==> config.mk <==
export PLATFORM = sky130hd
export DESIGN_NAME = mul_pool
export DESIGN_NICKNAME = d
export VERILOG_FILES = /design/src/rtl/mul_pool.sv
export SDC_FILE = /design/constraint.sdc
export NUM_CORES = 2
export LEC_CHECK = 0
export ABC_AREA = 1
export CAP_MARGIN = 10
export CORE_MARGIN = 3
export CORE_UTILIZATION = 68
export DETAILED_ROUTE_END_ITERATION = 10
export PLACE_DENSITY = 0.95
export SYNTH_ARGS = -nofsm -noshare
export SYNTH_HDL_FRONTEND = slang
export SYNTH_SLANG_ARGS = --single-unit
==> constraint.sdc <==
create_clock -name clk -period 18.1 [get_ports clk]
set_input_delay 3.62 -clock clk [delete_from_list [all_inputs] [get_ports clk]]
set_output_delay 3.62 -clock clk [all_outputs]
set_load 0.05 [all_outputs]
==> src/rtl/mul_pool.sv <==
// mul_pool: shared pool of GNTS_N pipelined signed fractional multipliers.
// Sits directly behind the multi-grant round-robin multiplier arbiter. A rising
// grant on a port is a start event. The port's operands are steered to the unit
// the arbiter assigned, and the saturated Q1.(DATA_W-1) product returns to that
// port three cycles later, together with a one-cycle done pulse.
//
// Ports:
//   clk        - single clock, rising edge
//   reset      - synchronous, active-high; flushes the pipeline
//   a_in/b_in  - per-port operands, port p at [p*DATA_W +: DATA_W]
//   gnt_in     - arbiter grants, one bit per port
//   gnt_id_in  - arbiter unit assignment, port p at [p*GNTS_W +: GNTS_W]
//   res_out    - per-port result, holds between done pulses
//   done_out   - one-cycle pulse per completed operation
//   err_out    - sticky protocol-error flag, cleared only by reset
module mul_pool #(
  parameter int PORTS_N = 4,
  parameter int GNTS_N  = 2,
  parameter int GNTS_W  = 1,
  parameter int DATA_W  = 18
) (
  input  logic                        clk,
  input  logic                        reset,
  input  logic [PORTS_N*DATA_W-1:0]   a_in,
  input  logic [PORTS_N*DATA_W-1:0]   b_in,
  input  logic [PORTS_N-1:0]          gnt_in,
  input  logic [PORTS_N*GNTS_W-1:0]   gnt_id_in,
  output logic [PORTS_N*DATA_W-1:0]   res_out,
  output logic [PORTS_N-1:0]          done_out,
  output logic                        err_out
);

  localparam int TAG_W  = (PORTS_N > 1) ? $clog2(PORTS_N) : 1;
  localparam int PROD_W = 2 * DATA_W;

  logic [PORTS_N-1:0]              gnt_prev_q, gnt_prev_d;
  logic [PORTS_N-1:0]              start;

  // Stage 1: issue registers
  logic signed [DATA_W-1:0]        op_a_q [GNTS_N];
  logic signed [DATA_W-1:0]        op_a_d [GNTS_N];
  logic signed [DATA_W-1:0]        op_b_q [GNTS_N];
  logic signed [DATA_W-1:0]        op_b_d [GNTS_N];
  logic [TAG_W-1:0]                tag_q  [GNTS_N];
  logic [TAG_W-1:0]                tag_d  [GNTS_N];
  logic [GNTS_N-1:0]               v1_q, v1_d;

  // Stage 2: multiply registers
  logic signed [PROD_W-1:0]        prod_q [GNTS_N];
  logic signed [PROD_W-1:0]        prod_d [GNTS_N];
  logic [TAG_W-1:0]                tag2_q [GNTS_N];
  logic [GNTS_N-1:0]               v2_q, v2_d;

  // Stage 3: per-port return registers
  logic [PORTS_N*DATA_W-1:0]       res_q, res_d;
  logic [PORTS_N-1:0]              done_q, done_d;
  logic                            err_q, err_d;

  // Only (-1)*(-1) overflows: it is the one product whose top two bits differ.
  function automatic logic [DATA_W-1:0] format_prod(input logic signed [PROD_W-1:0] p);
    if (p[PROD_W-1] != p[PROD_W-2]) begin
      format_prod = {1'b0, {(DATA_W-1){1'b1}}};
    end else begin
      format_prod = p[PROD_W-2 -: DATA_W];
    end
  endfunction

  always_comb begin
    // NOTE: every variable gets a default before any branch so no latch is inferred.
    gnt_prev_d = gnt_in;
    start      = gnt_in & ~gnt_prev_q;
    v1_d       = '0;
    err_d      = err_q;
    res_d      = res_q;
    done_d     = '0;
    for (int u = 0; u < GNTS_N; u++) begin
      op_a_d[u] = op_a_q[u];
      op_b_d[u] = op_b_q[u];
      tag_d[u]  = tag_q[u];
      prod_d[u] = PROD_W'(op_a_q[u]) * PROD_W'(op_b_q[u]);
    end
    v2_d = v1_q;

    // Issue: ascending port order, so the lowest port claims a contested unit.
    for (int p = 0; p < PORTS_N; p++) begin
      if (start[p]) begin
        if (int'(gnt_id_in[p*GNTS_W +: GNTS_W]) >= GNTS_N) begin
          err_d = 1'b1;
        end else begin
          for (int u = 0; u < GNTS_N; u++) begin
            if (int'(gnt_id_in[p*GNTS_W +: GNTS_W]) == u) begin
              if (v1_d[u]) begin
                err_d = 1'b1;
              end else begin
                v1_d[u]   = 1'b1;
                op_a_d[u] = a_in[p*DATA_W +: DATA_W];
                op_b_d[u] = b_in[p*DATA_W +: DATA_W];
                tag_d[u]  = TAG_W'(p);
              end
            end
          end
        end
      end
    end

    // Return: descending unit order, so the lower unit writes last and wins.
    for (int u = GNTS_N - 1; u >= 0; u--) begin
      if (v2_q[u]) begin
        if (done_d[tag2_q[u]]) err_d = 1'b1;
        res_d[int'(tag2_q[u])*DATA_W +: DATA_W] = format_prod(prod_q[u]);
        done_d[tag2_q[u]] = 1'b1;
      end
    end
  end

  always_ff @(posedge clk) begin
    // NOTE: state flops take non-blocking assignments so every flop samples pre-edge values.
    if (reset) begin
      gnt_prev_q <= '0;
      v1_q       <= '0;
      v2_q       <= '0;
      res_q      <= '0;
      done_q     <= '0;
      err_q      <= 1'b0;
      // NOTE: operand, tag and product registers are cleared too so the datapath
      // never exposes pre-reset data; they are small flop arrays, not memories.
      for (int u = 0; u < GNTS_N; u++) begin
        op_a_q[u] <= '0;
        op_b_q[u] <= '0;
        tag_q[u]  <= '0;
        prod_q[u] <= '0;
        tag2_q[u] <= '0;
      end
    end else begin
      gnt_prev_q <= gnt_prev_d;
      v1_q       <= v1_d;
      v2_q       <= v2_d;
      res_q      <= res_d;
      done_q     <= done_d;
      err_q      <= err_d;
      for (int u = 0; u < GNTS_N; u++) begin
        op_a_q[u] <= op_a_d[u];
        op_b_q[u] <= op_b_d[u];
        tag_q[u]  <= tag_d[u];
        prod_q[u] <= prod_d[u];
        tag2_q[u] <= tag_q[u];
      end
    end
  end

  assign res_out  = res_q;
  assign done_out = done_q;
  assign err_out  = err_q;

endmodule
=== Word level (Yosys, flattened, before mapping) ===
Memories as Yosys holds them, arrays and structs flattened.
Cells that the tools add are included.

* Register bits: 85
* Output and inout port bits: 77
* Memories kept: 5
* Bits of input ports: 154
* Memory bits (writable): 152

* Multiplexer cells: 117
* $lt $le $gt $ge: 4
* Shift-type cells: 4
* Multiply operators: 4
* Bitwise logic cells: 13
* Reduce and logical (&&, ||, !) cells: 2
* Add/subtract/negate cells: 2
* Equality and inequality tests: 2

{| class="wikitable"
|+ Memories
! memory !! depth !! bits a word !! read ports !! clocked after memory_dff !! wr ports !! line !! RTL
|-
| prod_q || 2 || 36 || 2 || 0 || 2 || 49 || <nowiki>logic signed [PROD_W-1:0] prod_q [GNTS_N];</nowiki>
|-
| op_a_q || 2 || 18 || 2 || 0 || 2 || 40 || <nowiki>logic signed [DATA_W-1:0] op_a_q [GNTS_N];</nowiki>
|-
| op_b_q || 2 || 18 || 2 || 0 || 2 || 42 || <nowiki>logic signed [DATA_W-1:0] op_b_q [GNTS_N];</nowiki>
|-
| tag2_q || 2 || 2 || 2 || 0 || 2 || 51 || <nowiki>logic [TAG_W-1:0] tag2_q [GNTS_N];</nowiki>
|-
| tag_q || 2 || 2 || 2 || 0 || 2 || 44 || <nowiki>logic [TAG_W-1:0] tag_q [GNTS_N];</nowiki>
|}

{| class="wikitable"
|+ Operator list
! cell !! number
|-
| 18-bit two-way mux || 36
|-
| 36-bit two-way mux || 10
|-
| 72-bit bitwise mux || 2
|-
| 72-bit two-way mux || 2
|-
| 18-bit by 33-bit variable shift with 72-bit output, first input constant || 2
|-
| 18-bit by 33-bit indexed part select with 72-bit output || 2
|-
| 18-bit by 18-bit multiplier with 36-bit output || 2
|-
| 7-bit negator with 33-bit output || 2
|-
| 2-bit two-way mux || 22
|-
| 1-bit two-way mux || 35
|-
| 4-bit two-way mux || 6
|-
| 2-bit by 4-bit multiplier with 6-bit output, second input constant || 2
|-
| 1-bit bitwise OR || 10
|-
| 2-bit by 3-bit < comparator with 1-bit output, second input constant || 2
|-
| 4-bit bitwise AND || 1
|-
| 1-bit binary-select mux with 2-bit select || 2
|-
| 1-bit demux with 2-bit select || 2
|-
| 2-bit by 1-bit >= comparator with 1-bit output, second input constant || 2
|-
| 4-bit NOT || 1
|-
| 4-bit bitwise OR || 1
|-
| 1-bit logical AND || 2
|-
| 1-bit inequality test || 2
|}

=== Depth between registers and ports, before layout ===
* Word-level depth: 23
* Gate-level depth with buffers: 28
* Gate-level depth less buffers: 26

=== Least setup slack after synthesis ===
OpenSTA, ideal clock, no wires.

* Path kind: flip-flop to flip-flop
* From: memory op_a_q[0][17]
* To: memory prod_q[0][34] (netlist name)
* Path buffers: 2
* Setup time: 115 ps
* Slack: 12380 ps
* Cell stages (with the launch flop): 24
* Arrival time: 5605 ps
* Required time: 17985 ps
* Cell sequence: dfxtp_1 -> clkbuf_1 -> clkbuf_1 -> nand2_1 -> fa_1 -> inv_1 -> fa_1 -> inv_1 -> fa_1 -> inv_1 -> fa_1 -> fa_1 -> inv_1 -> fa_1 -> inv_1 -> ha_1 -> a21oi_1 -> nor2_1 -> o21ai_0 -> nand2_1 -> a21oi_1 -> nand3_1 -> nand2_1 -> nor2_1

{| class="wikitable"
|+ RTL lines
! what !! line
|-
| start: declaration || 40
|-
| end: declaration || 49
|}

==> reports/metrics.yaml <==
outcome:
  status: "complete, but fails checks"
  failed_checks: "design-rule violations"
final_layout:
  drive_gt1_frac: 0.0234
  syn2layout_area_growth_pct: 7.53
  final_area_um2: 41400
  nNetsFinal: 6572
  final_cell_count_no_fill: 6339
  final_util: 0.745
critical_path:
  path_max_fanout: 19
  crit_required_ns: 18.56
  crit_path_frequent_cell: "fa_1"
  cp_cell_sequence: "nand2_1 > fa_1 > inv_1 > fa_1 > inv_1 > fa_1 > inv_1 > fa_1 > fa_1 > inv_1 > fa_1 > inv_1 > ha_1 > a21oi_1 > nor2_1 > o21ai_0 > nand2_1 > a21oi_1 > nand3_1 > nand2_1 > nor2_1"
  cp_slowest_cell: "dfxtp_1"
  cp-start-kind: "flip-flop"
  slowest_delay_ns: 0.92
  crit_type: "reg -> reg"
  crit_path_end_kind: "flip-flop"
  cp_data_arrival_time_ns: 7.12
floorplanning:
  io-pin-count: 231
  initial_utilization: 0.693
  die-height_um: 244
  dieArea_um2: 59600
  coreArea_um2: 55600
  die-width_um: 244
  rows: 86
timing:
  hold_viol_final: 0
  tightest_slew_ns: 1.30
  setup_tns_ns: 0
  rsz0062_at_grt: "false"
  whs_ns: 0.413
  skew_ns: 0.0421
  setup_viol: 0
  post-route-period-util: 0.368
  max_freq_ghz: 0.150
  period_needed_ns: 6.66
  maxSlewHeadroom: 0.134
  final_max_slew_viol_count: 0
logic_synthesis:
  synth_cell_type_count: 51
  synth_ff_type: "dfxtp_1"
  ys_warn_count: 0
  synth_seq_cells: 203
  syn_area_um2: 38500
  synthArstFlopShare: 0
  postSynthCellCount: 5579
  avgSynthCellArea_um2: 6.91
  syn-num-nets: 6580
  yosysSeqAreaShare: 0.105
  synth_edf_count: 0
route:
  detail-route-antenna-nets: 0
  drt_iter0_markers: 4723
  via_per_inst: 5.94
  via_count: 37700
  first_pass_iters: 11
  drc: 2
  wl_per_cell_um: 20.4
  wirelength_um: 130000
clocking:
  cts.sinks: 203
  post_cts_resized: 0
  clk_pin_slew_ns: 0.06
  holdBufCountCts: 0
  cts_tree: "done"
  clkLatencyLatePin_ns: 0.57
  cts_made_buffers: 23
  post_cts.repair.setup_buffers: 0
  clk_path_buf_depth: 3
  clockRootBuffer: "clkbuf_16"
  htreeDepth: 1
global_routing:
  track_usage: 0.432
  grt_first_pass_wirelength_um: 202000
  grt_max_degree: 74
  antenna_found_initial: 6
  grt_pass1_vias: 39300
  grt_overflow: 0
min_path:
  hold_path.class: "reg -> reg"
place:
  hpwlAfterDp_um: 100000
  portBuffers: 230
  dp.cells: 6294
  dpl_cell_area_um2: 40600
  gp_congestion: 1.04
pwr:
  power_density_nw_per_um2: 87.1
  p_leak_nw: 22.9
  peakVddDrop_v: 0.0000694
run:
  max_cap_viol_count: 0
-- cell usage after synthesis, types with 2 or more instances --
master    number  area (um^2)
a31oi_1       18          113
nor2_2         6         37.5
nor3_1        18         90.1
nand3b_1       3         22.5
inv_2         23         86.3
o21bai_1       5         37.5
a41oi_1        2         17.5
a311oi_1       2         17.5
o22ai_1        8         50.1
inv_1       1309         4910
buf_2         55          275
nor3_4         4         65.1
or2_1          3         18.8
xor2_1         3         26.3
o211a_1        4         40.0
nor3b_1        2         15.0
nand2_2        6         37.5
nand2_4        2         22.5
nor2_4         4         45.0
nand4_1        8         50.1
buf_1         40          150
dfxtp_1      203         4060
a21o_1         5         37.5
nand2_1     1594         5980
mux2i_1       11          110
o21ai_1       40          200
o211ai_1      33          248
nor2_1       293         1100
buf_4         21          158
clkbuf_1     162          608
fa_1         656        13100
xnor2_1        2         17.5
clkinv_1       5         18.8
ha_1         191         2390
o21ai_0      312         1560
or2_2         12         75.1
nand3_1      214         1070
a21oi_1      270         1350
buf_6         15          169
o21a_1         4         30.0
-- layer usage --
layer | up-vias | track usage | wire length [um]
met5 | - | 0 | 29
met4 | 6 | 0.334 | 12100
met3 | 981 | 0.129 | 17700
met2 | 2948 | 0.694 | 58500
met1 | 17300 | 0.485 | 41200
li1 | 16400 | - | -
-- stage by stage --
stage	power, mW	setup slack, ns
6_report	3.61	11.44
5_1_grt	3.88	11.17
3_3_place_gp	2.88	11.29
2_1_floorplan	2.27	12.38
4_1_cts	3.52	11.61
3_5_place_dp	3.01	11.23
-- cells by family (layout without fill, tap and decap cells) --
logic type,Yosys count,in the layout,synth area share
and+or+nand+nor,2174,2174,0.225
xor gates and xnor gates,5,5,0.00114
muxes,11,11,0.00286
buffers and inverters,1632,1641,0.166
other,0,3,0
DFF,203,203,0.105
adders and majority gates,847,847,0.403
AOI/OAI and AO/OA,707,707,0.0971
-- power by group --
part | switching (mW) | internal [mW]
sequential | 0.134 | 0.510
clock | 0.217 | 0.290
combinational | 1.62 | 0.838
total | 1.97 | 1.64
-- final cells by class --
type / count / area (um^2)
Clock inverter: 8 / 115
Sequential cell: 203 / 4060
Fill cell: 4083 / 14200
Timing Repair Buffer: 261 / 2530
Tap cell: 748 / 936
Antenna cell: 3 / 7.51
Multi-Input combinational cell: 3744 / 28100
Inverter: 1338 / 5030
Clock buffer: 34 / 677
-- sequential cells by signal, summed over array words and instances, names as in the netlist --
name / cells
res_out: 72
op_b_q: 36
v1_q: 2
tag_q: 4
tag2_q: 4
done_out: 4
prod_q: 38
op_a_q: 36
gnt_prev_q: 4
err_out: 1
v2_q: 2
-- final timing paths --
| check | slack [ns] | start | cells after the start | to |
|---|---|---|---|---|
| setup / recovery | 11.44 | op_a_q[0][17]$_SDFF_PP0_ | 21 | prod_q[0][34]$_SDFF_PP0_ |
| hold / removal | 0.41 | v1_q[0]$_SDFF_PP0_ | 2 | v2_q[0]$_SDFF_PP0_ |
| setup reg to reg | 11.44 | op_a_q[0][17]$_SDFF_PP0_ | 21 | prod_q[0][34]$_SDFF_PP0_ |
| hold reg to reg | 0.41 | v1_q[0]$_SDFF_PP0_ | 2 | v2_q[0]$_SDFF_PP0_ |
-- critical path: cells and delay by family, from the launching register on --
kind | cells | cell delay (ns)
buffers and inverters | 5 | 0.49
DFF | 1 | 0.92
and+or+nand+nor | 6 | 0.70
AOI/OAI and AO/OA | 3 | 0.57
adders and majority gates | 7 | 3.87
-- cell usage in the layout (no fill, tap or decap), types with 5 or more instances in the layout --
cell | netlist | routed
a21o_1 | 5 | 5
a21oi_1 | 270 | 270
a31oi_1 | 18 | 18
buf_4 | 21 | 31
clkbuf_1 | 162 | 5
clkbuf_16 | 0 | 23
clkbuf_8 | 0 | 6
clkdlybuf4s50_1 | 0 | 229
clkinv_1 | 5 | 5
dfxtp_1 | 203 | 203
fa_1 | 656 | 656
ha_1 | 191 | 191
inv_1 | 1309 | 1309
inv_2 | 23 | 22
mux2i_1 | 11 | 11
nand2_1 | 1594 | 1594
nand2_2 | 6 | 6
nand3_1 | 214 | 214
nand4_1 | 8 | 8
nor2_1 | 293 | 293
nor2_2 | 6 | 6
nor3_1 | 18 | 18
o211ai_1 | 33 | 33
o21ai_0 | 312 | 312
o21ai_1 | 40 | 40
o21bai_1 | 5 | 5
o22ai_1 | 8 | 8
or2_2 | 12 | 12
Power figures use the tool's default switching activity.
